**src/rtl/vga_pattern_gen.sv**
```systemverilog
// vga_pattern_gen
// Registered VGA test-pattern source. Takes the free-running column/row
// counts from the VGA counter and produces 3-channel video from one of
// eight patterns. The select input comes from switches, so it passes
// through a two-flop synchroniser. The active pattern, the frame counter
// and the moving-bar position change only at pixel (0,0), so a frame never
// tears. Video, the delayed counts and the frame-start pulse leave together,
// exactly one clock after the counts arrive.

module vga_pattern_gen #(
    parameter int c_VIDEO_WIDTH = 3,
    parameter int c_ACTIVE_COLS = 640,
    parameter int c_ACTIVE_ROWS = 480,
    parameter int c_BAR_WIDTH   = 80,
    parameter int c_CHECK_BIT   = 5,
    parameter int c_MOVE_WIDTH  = 16,
    parameter int c_MOVE_STEP   = 4
) (
    input  logic                     i_Clk,
    input  logic                     i_Rst_L,
    input  logic [9:0]               i_Col_Count,
    input  logic [9:0]               i_Row_Count,
    input  logic [2:0]               i_Pattern_Sel,
    output logic [c_VIDEO_WIDTH-1:0] o_Red_Video,
    output logic [c_VIDEO_WIDTH-1:0] o_Grn_Video,
    output logic [c_VIDEO_WIDTH-1:0] o_Blu_Video,
    output logic [9:0]               o_Col_Count,
    output logic [9:0]               o_Row_Count,
    output logic                     o_Frame_Start
);

    // One bit of headroom above the 10-bit counts keeps sums such as
    // pos + step and pos + width from overflowing before they are compared.
    localparam logic [10:0] ACT_COLS  = 11'(c_ACTIVE_COLS);
    localparam logic [10:0] ACT_ROWS  = 11'(c_ACTIVE_ROWS);
    localparam logic [10:0] BAR_W     = 11'(c_BAR_WIDTH);
    localparam logic [10:0] MOVE_W    = 11'(c_MOVE_WIDTH);
    localparam logic [10:0] MOVE_STEP = 11'(c_MOVE_STEP);

    // Synchroniser for the switch inputs.
    logic [2:0]  sel_meta;
    logic [2:0]  sel_sync;

    // Per-frame state and the values that apply to the current pixel.
    logic [2:0]  pattern;
    logic [2:0]  pattern_eff;
    logic [7:0]  frame_cnt;
    logic [7:0]  frame_cnt_eff;
    logic [9:0]  bar_pos;
    logic [9:0]  bar_pos_eff;
    logic [10:0] pos_sum;
    logic [10:0] pos_wrapped;
    logic        frame_start;

    // Pixel geometry.
    logic [10:0] col_x;
    logic [10:0] row_x;
    logic        active;
    logic [2:0]  bar_idx;
    logic [2:0]  bar_rgb;
    logic        checker_on;
    logic        border_on;
    logic        move_on;
    logic [10:0] move_start;
    logic [10:0] move_end;

    // Combinational video before the output register.
    logic [c_VIDEO_WIDTH-1:0] red_next;
    logic [c_VIDEO_WIDTH-1:0] grn_next;
    logic [c_VIDEO_WIDTH-1:0] blu_next;

    assign col_x = {1'b0, i_Col_Count};
    assign row_x = {1'b0, i_Row_Count};

    // Two-flop synchroniser bringing the switch select into the pixel clock domain.
    always_ff @(posedge i_Clk or negedge i_Rst_L) begin
        if (!i_Rst_L) begin
            sel_meta <= 3'd0;
            sel_sync <= 3'd0;
        end else begin
            sel_meta <= i_Pattern_Sel;
            sel_sync <= sel_meta;
        end
    end

    // Frame-boundary detection and the per-frame values the current pixel uses.
    // At (0,0) the freshly updated values are used straight away, so the new
    // pattern starts exactly at the first pixel of the frame.
    always_comb begin
        frame_start = (i_Col_Count == 10'd0) && (i_Row_Count == 10'd0);
        pos_sum     = {1'b0, bar_pos} + MOVE_STEP;
        if (pos_sum >= ACT_COLS) begin
            pos_wrapped = pos_sum - ACT_COLS;
        end else begin
            pos_wrapped = pos_sum;
        end
        if (frame_start) begin
            pattern_eff   = sel_sync;
            frame_cnt_eff = frame_cnt + 8'd1;
            bar_pos_eff   = pos_wrapped[9:0];
        end else begin
            pattern_eff   = pattern;
            frame_cnt_eff = frame_cnt;
            bar_pos_eff   = bar_pos;
        end
    end

    // Per-frame state register: active pattern, frame counter, bar position.
    always_ff @(posedge i_Clk or negedge i_Rst_L) begin
        if (!i_Rst_L) begin
            pattern   <= 3'd0;
            frame_cnt <= 8'd0;
            bar_pos   <= 10'd0;
        end else begin
            pattern   <= pattern_eff;
            frame_cnt <= frame_cnt_eff;
            bar_pos   <= bar_pos_eff;
        end
    end

    // Bar index as a comparator chain: count how many bar edges lie at or left of the column.
    always_comb begin
        bar_idx = 3'd0;
        for (int k = 1; k < 8; k++) begin
            if (col_x >= 11'(k) * BAR_W) begin
                bar_idx = bar_idx + 3'd1;
            end
        end
    end

    // Colour-bar lookup as {red, green, blue} on/off: white, yellow, cyan, green, magenta, red, blue, black.
    always_comb begin
        case (bar_idx)
            3'd0:    bar_rgb = 3'b111;
            3'd1:    bar_rgb = 3'b110;
            3'd2:    bar_rgb = 3'b011;
            3'd3:    bar_rgb = 3'b010;
            3'd4:    bar_rgb = 3'b101;
            3'd5:    bar_rgb = 3'b100;
            3'd6:    bar_rgb = 3'b001;
            default: bar_rgb = 3'b000;
        endcase
    end

    // Geometric tests shared by the patterns: visible area, checker, border, moving bar.
    always_comb begin
        active     = (col_x < ACT_COLS) && (row_x < ACT_ROWS);
        checker_on = i_Col_Count[c_CHECK_BIT] ^ i_Row_Count[c_CHECK_BIT];
        border_on  = (col_x == 11'd0) || (col_x == ACT_COLS - 11'd1) ||
                     (row_x == 11'd0) || (row_x == ACT_ROWS - 11'd1);
        move_start = {1'b0, bar_pos_eff};
        move_end   = move_start + MOVE_W;
        move_on    = (col_x >= move_start) && (col_x < move_end);
    end

    // Pattern multiplexer; everything outside the visible area is forced to black.
    always_comb begin
        red_next = '0;
        grn_next = '0;
        blu_next = '0;
        if (active) begin
            case (pattern_eff)
                3'd0: begin
                    red_next = '0;
                    grn_next = '0;
                    blu_next = '0;
                end
                3'd1: begin
                    red_next = '1;
                    grn_next = '1;
                    blu_next = '1;
                end
                3'd2: begin
                    red_next = {c_VIDEO_WIDTH{bar_rgb[2]}};
                    grn_next = {c_VIDEO_WIDTH{bar_rgb[1]}};
                    blu_next = {c_VIDEO_WIDTH{bar_rgb[0]}};
                end
                3'd3: begin
                    red_next = {c_VIDEO_WIDTH{checker_on}};
                    grn_next = {c_VIDEO_WIDTH{checker_on}};
                    blu_next = {c_VIDEO_WIDTH{checker_on}};
                end
                3'd4: begin
                    red_next = {c_VIDEO_WIDTH{border_on}};
                    grn_next = {c_VIDEO_WIDTH{border_on}};
                    blu_next = {c_VIDEO_WIDTH{border_on}};
                end
                3'd5: begin
                    red_next = {c_VIDEO_WIDTH{move_on}};
                    grn_next = {c_VIDEO_WIDTH{move_on}};
                    blu_next = {c_VIDEO_WIDTH{move_on}};
                end
                3'd6: begin
                    red_next = c_VIDEO_WIDTH'(bar_idx);
                    grn_next = c_VIDEO_WIDTH'(i_Row_Count[8:6]);
                    blu_next = '0;
                end
                3'd7: begin
                    red_next = {c_VIDEO_WIDTH{frame_cnt_eff[7]}};
                    grn_next = {c_VIDEO_WIDTH{frame_cnt_eff[6]}};
                    blu_next = {c_VIDEO_WIDTH{frame_cnt_eff[5]}};
                end
            endcase
        end
    end

    // Output register: video, delayed counts and frame-start pulse stay aligned.
    always_ff @(posedge i_Clk or negedge i_Rst_L) begin
        if (!i_Rst_L) begin
            o_Red_Video   <= '0;
            o_Grn_Video   <= '0;
            o_Blu_Video   <= '0;
            o_Col_Count   <= 10'd0;
            o_Row_Count   <= 10'd0;
            o_Frame_Start <= 1'b0;
        end else begin
            o_Red_Video   <= red_next;
            o_Grn_Video   <= grn_next;
            o_Blu_Video   <= blu_next;
            o_Col_Count   <= i_Col_Count;
            o_Row_Count   <= i_Row_Count;
            o_Frame_Start <= frame_start;
        end
    end

endmodule

```
**config.mk**
```make
export PLATFORM = sky130hd
export DESIGN_NAME = vga_pattern_gen
export DESIGN_NICKNAME = d
export VERILOG_FILES = /design/src/rtl/vga_pattern_gen.sv
export SDC_FILE = /design/constraint.sdc
export NUM_CORES = 1
export LEC_CHECK = 0
export ABC_AREA = 0
export BUFFER_PORTS_ARGS = -buffer_cell sky130_fd_sc_hd__buf_2
export CORE_ASPECT_RATIO = 0.7
export CORE_MARGIN = 2
export CORE_UTILIZATION = 56
export CTS_CLUSTER_DIAMETER = 40
export DETAILED_ROUTE_END_ITERATION = 7
export PLACE_DENSITY = 0.78
export SETUP_SLACK_MARGIN = 0.5
export SYNTH_ARGS = -nofsm -noshare
export SYNTH_HDL_FRONTEND = slang
export SYNTH_SLANG_ARGS = --single-unit
```
**constraint.sdc**
```tcl
create_clock -name i_Clk -period 3.4 [get_ports i_Clk]
set_clock_uncertainty 0.15 [all_clocks]
set_input_delay 0.68 -clock i_Clk [delete_from_list [all_inputs] [get_ports i_Clk]]
set_output_delay 0.68 -clock i_Clk [all_outputs]
set_load 0.01 [all_outputs]
```
==> metrics.yaml <==
status:
  status: "finished with violations"
  failed_checks: "negative setup slack"
die:
  dieHeight_um: 65.3
  num_io_pins: 55
  core_area_mm2: 0.00520
  rows: 22
  dieWidth_um: 91.5
  dieArea_mm2: 0.00597
  start_util_pct: 57.7
detailed_routing:
  ant_nets: 0
  first_pass_iters: 4
  vias: 2649
  drc: 0
  viasPerCell: 5.58
  post_drt_wl_per_cell_um: 16.9
  drt_iter0_drc: 175
  drt_wl_total_um: 8010
clock_network:
  worstSkewPairLatency_ns: 0.30
  cts_sinks: 53
  cts-root-buf: "clkbuf_8"
  cts_tree: "done"
  clk_pin_slew_ns: 0.10
  clock_path_buffers: 2
  numCtsBuffers: 5
  htree_levels: 2
pwr:
  finalPower_w: 0.00137
  p_leak_nw: 1.98
  ir_drop_v: 0.000279
  power_density_mw_per_mm2: 330
place:
  placed_cells: 457
  place_hpwl_um: 5470
  gp_congestion: 0.868
  port_buffers: 54
  dp_slack_ns: -0.869
  place_area_mm2: 0.00378
logic_synthesis:
  synth_area_per_cell_um2: 10.4
  synth_compound_area_share_pct: 14.6
  ys_dominant_reg_cell: "dfrtp_1"
  synth-async-reset-ratio_pct: 100
  synthMuxAreaShare_pct: 1.46
  synth.yosys.seq_area_share_pct: 44.2
  synth_edf_count: 0
  postSynthCellCount: 288
  yosys_warnings: 0
  ys_types: 61
  synth_seq_cells: 53
  synth-simple-area-share_pct: 18.3
  synth_fa_ha_area_share_pct: 9.92
  syn_area_mm2: 0.00300
  synth_xor_area_share_pct: 7.29
  synth_fp_nets: 336
  synth_top_family_by_area: "simple AND/OR/NAND/NOR gates"
timing:
  fin_ws_ns: -0.673
  grt_setup_unrepaired: "yes"
  tightest_slew_ns: 0.667
  maxSlewHeadroom_pct: 55.5
  finalHoldViolCount: 0
  finalMaxSlewViolations: 0
  fin_crit_sh_pct: 120
  max_freq_ghz: 0.245
  setup_violations: 7
  finalCriticalPeriod_ns: 4.07
cells_and_area:
  final_nets: 450
  seqCellArea_mm2: 0.00133
  fill_cells: 320
  drive_above_1_share_pct: 43.7
  final_util_pct: 79.9
  area_growth_pct: 38.6
  stdcell_count: 475
  layout_commonest_cell: "buf_4"
  fin_area_mm2: 0.00416
  final_cell_mix: "buf_4, dfrtp_1, buf_2"
  insertedDiodeCount: 0
  multi_input_area_mm2: 0.00177
setup_path:
  cp.arrival_ns: 4.10
  worst_ep_required_time_ns: 3.42
  cp_max_fo: 3
  reg2reg_depth: 12
  cp-start-kind: "input pin"
  cp-end-kind: "flop"
  path_class: "input pin to flop"
flow_run:
  maxCapViolations: 0
min_path:
  holdCritPathClass: "flop to flop"
  worstHoldPathCells: 0
global_route:
  grt_pass1_wl_um: 12800
  grt_pass1_vias: 2674
  antenna_found_initial: 0
  track_usage_pct: 26.9
  grt_start_max_net_pins: 54
  overflow: 0
-- flip-flops by register name (all words and copies together) (netlist names) --
register,cells
o_Frame_Start,1
bar_pos,8
pattern,3
sel_meta,3
o_Grn_Video,3
o_Row_Count,10
frame_cnt,8
sel_sync,3
o_Red_Video,3
o_Col_Count,10
o_Blu_Video,1
-- power by group --
part / switching [W] / internal [W] / total [W]
clock: 0.000213 / 0.000222 / 0.000435
combinational: 0.000145 / 0.000143 / 0.000288
sequential: 0.00000628 / 0.000645 / 0.000652
total: 0.000365 / 0.00101 / 0.00137
-- cells by family (layout without fill, tap and decap cells) --
family | count (synthesis) | count (layout)
adder cells (fa/ha/maj) | 24 | 24
multiplexers | 4 | 4
XOR/XNOR | 25 | 25
buffers and inverters | 28 | 143
AND/OR/NAND/NOR | 96 | 96
AO/OA/AOI/OAI | 58 | 58
flip-flops | 53 | 53
-- final cells by class --
type                            instances  share of cell area, %
Multi-Input combinational cell        207                   42.6
Sequential cell                        53                   31.9
Timing Repair Buffer                  117                   18.9
Tap cell                               72                   2.17
Clock buffer                            6                   1.74
Inverter                               18                   1.74
Clock inverter                          2                  0.933
-- synth_stat cells, types with 2 or more instances --
cell      count  area, um2
and3_1        4       25.0
xor2_1        5       43.8
nor3b_1       2       15.0
inv_1        16       60.1
nand2_1      25       93.8
o211ai_1      2       15.0
mux2_2        3       33.8
nor4_1        5       31.3
and3b_1       2       17.5
clkbuf_1      4       15.0
ha_1         23        288
nand2b_1      3       18.8
nor3_2        2       20.0
nand3b_1      2       15.0
nand3_1      14       70.1
or2_2         2       12.5
o31ai_1       3       22.5
o21a_1        3       22.5
or3_1         3       18.8
nor3_1        2       10.0
a41oi_1       6       52.6
a31oi_1       4       25.0
xnor2_1      20        175
dfrtp_1      53       1330
nand4_1       9       56.3
o31a_1        2       17.5
a21o_1        2       15.0
nor2_1       11       41.3
buf_2         2       10.0
a21oi_1      12       60.1
nor2b_1       2       12.5
buf_4         2       15.0
o21ai_0      10       50.1
-- path summary, 6_finish.rpt --
kind | startpoint | endpoint | slack (ns)
worst max-delay path | i_Col_Count[6] | o_Grn_Video[2] | -0.67
worst min-delay path | sel_meta[2] | sel_sync[2] | 0.21
worst max register to register | bar_pos[2] | o_Red_Video[1] | 0.16
worst min register to register | sel_meta[2] | sel_sync[2] | 0.21
max in group asynchronous | i_Rst_L | o_Red_Video[1] | 2.32
min in group asynchronous | i_Rst_L | bar_pos[2] | 0.34
-- through the flow --
stage / hold slack [ns] / TNS, ns
5_1_grt: 0.219 / -4.87
3_3_place_gp: 0.185 / -4.77
6_report: 0.207 / -3.96
2_1_floorplan: 0.181 / -3.43
3_5_place_dp: 0.185 / -5.60
4_1_cts: 0.208 / -2.67
-- timing repair --
action | 4_1_cts | 5_1_grt
setup buffers | 7 | 3
endpoints found under the setup margin | 7 | 7
cloned | 0 | 0
pin swaps | 5 | 24
hold buffers | 0 | 0
resized for setup | 10 | 29
-- critical path, cell delays in order --
cell	delay, ns
buf_2	0.13
o21ai_2	0.06
and3b_1	0.18
inv_1	0.06
ha_2	0.17
and3b_2	0.23
a2111oi_2	0.44
nand2b_1	0.21
ha_4	0.21
o22a_1	0.20
ha_1	0.31
nand2_2	0.08
nand2_2	0.07
ha_4	0.19
nand2_4	0.06
xnor2_2	0.07
xnor2_1	0.23
nor2_1	0.09
a21oi_2	0.24
a41oi_2	0.16
-- per-layer routing --
| layer | global-route usage [%] | vias up | part of all wire (%) |
|---|---|---|---|
| met2 | 42.6 | 78 | 48 |
| met5 | 0 | - | 0 |
| li1 | - | 1271 | - |
| met1 | 39.1 | 1287 | 45 |
| met4 | 6.44 | 0 | 1.9 |
| met3 | 4.36 | 13 | 4.4 |
(Power assumes the default switching activity.)
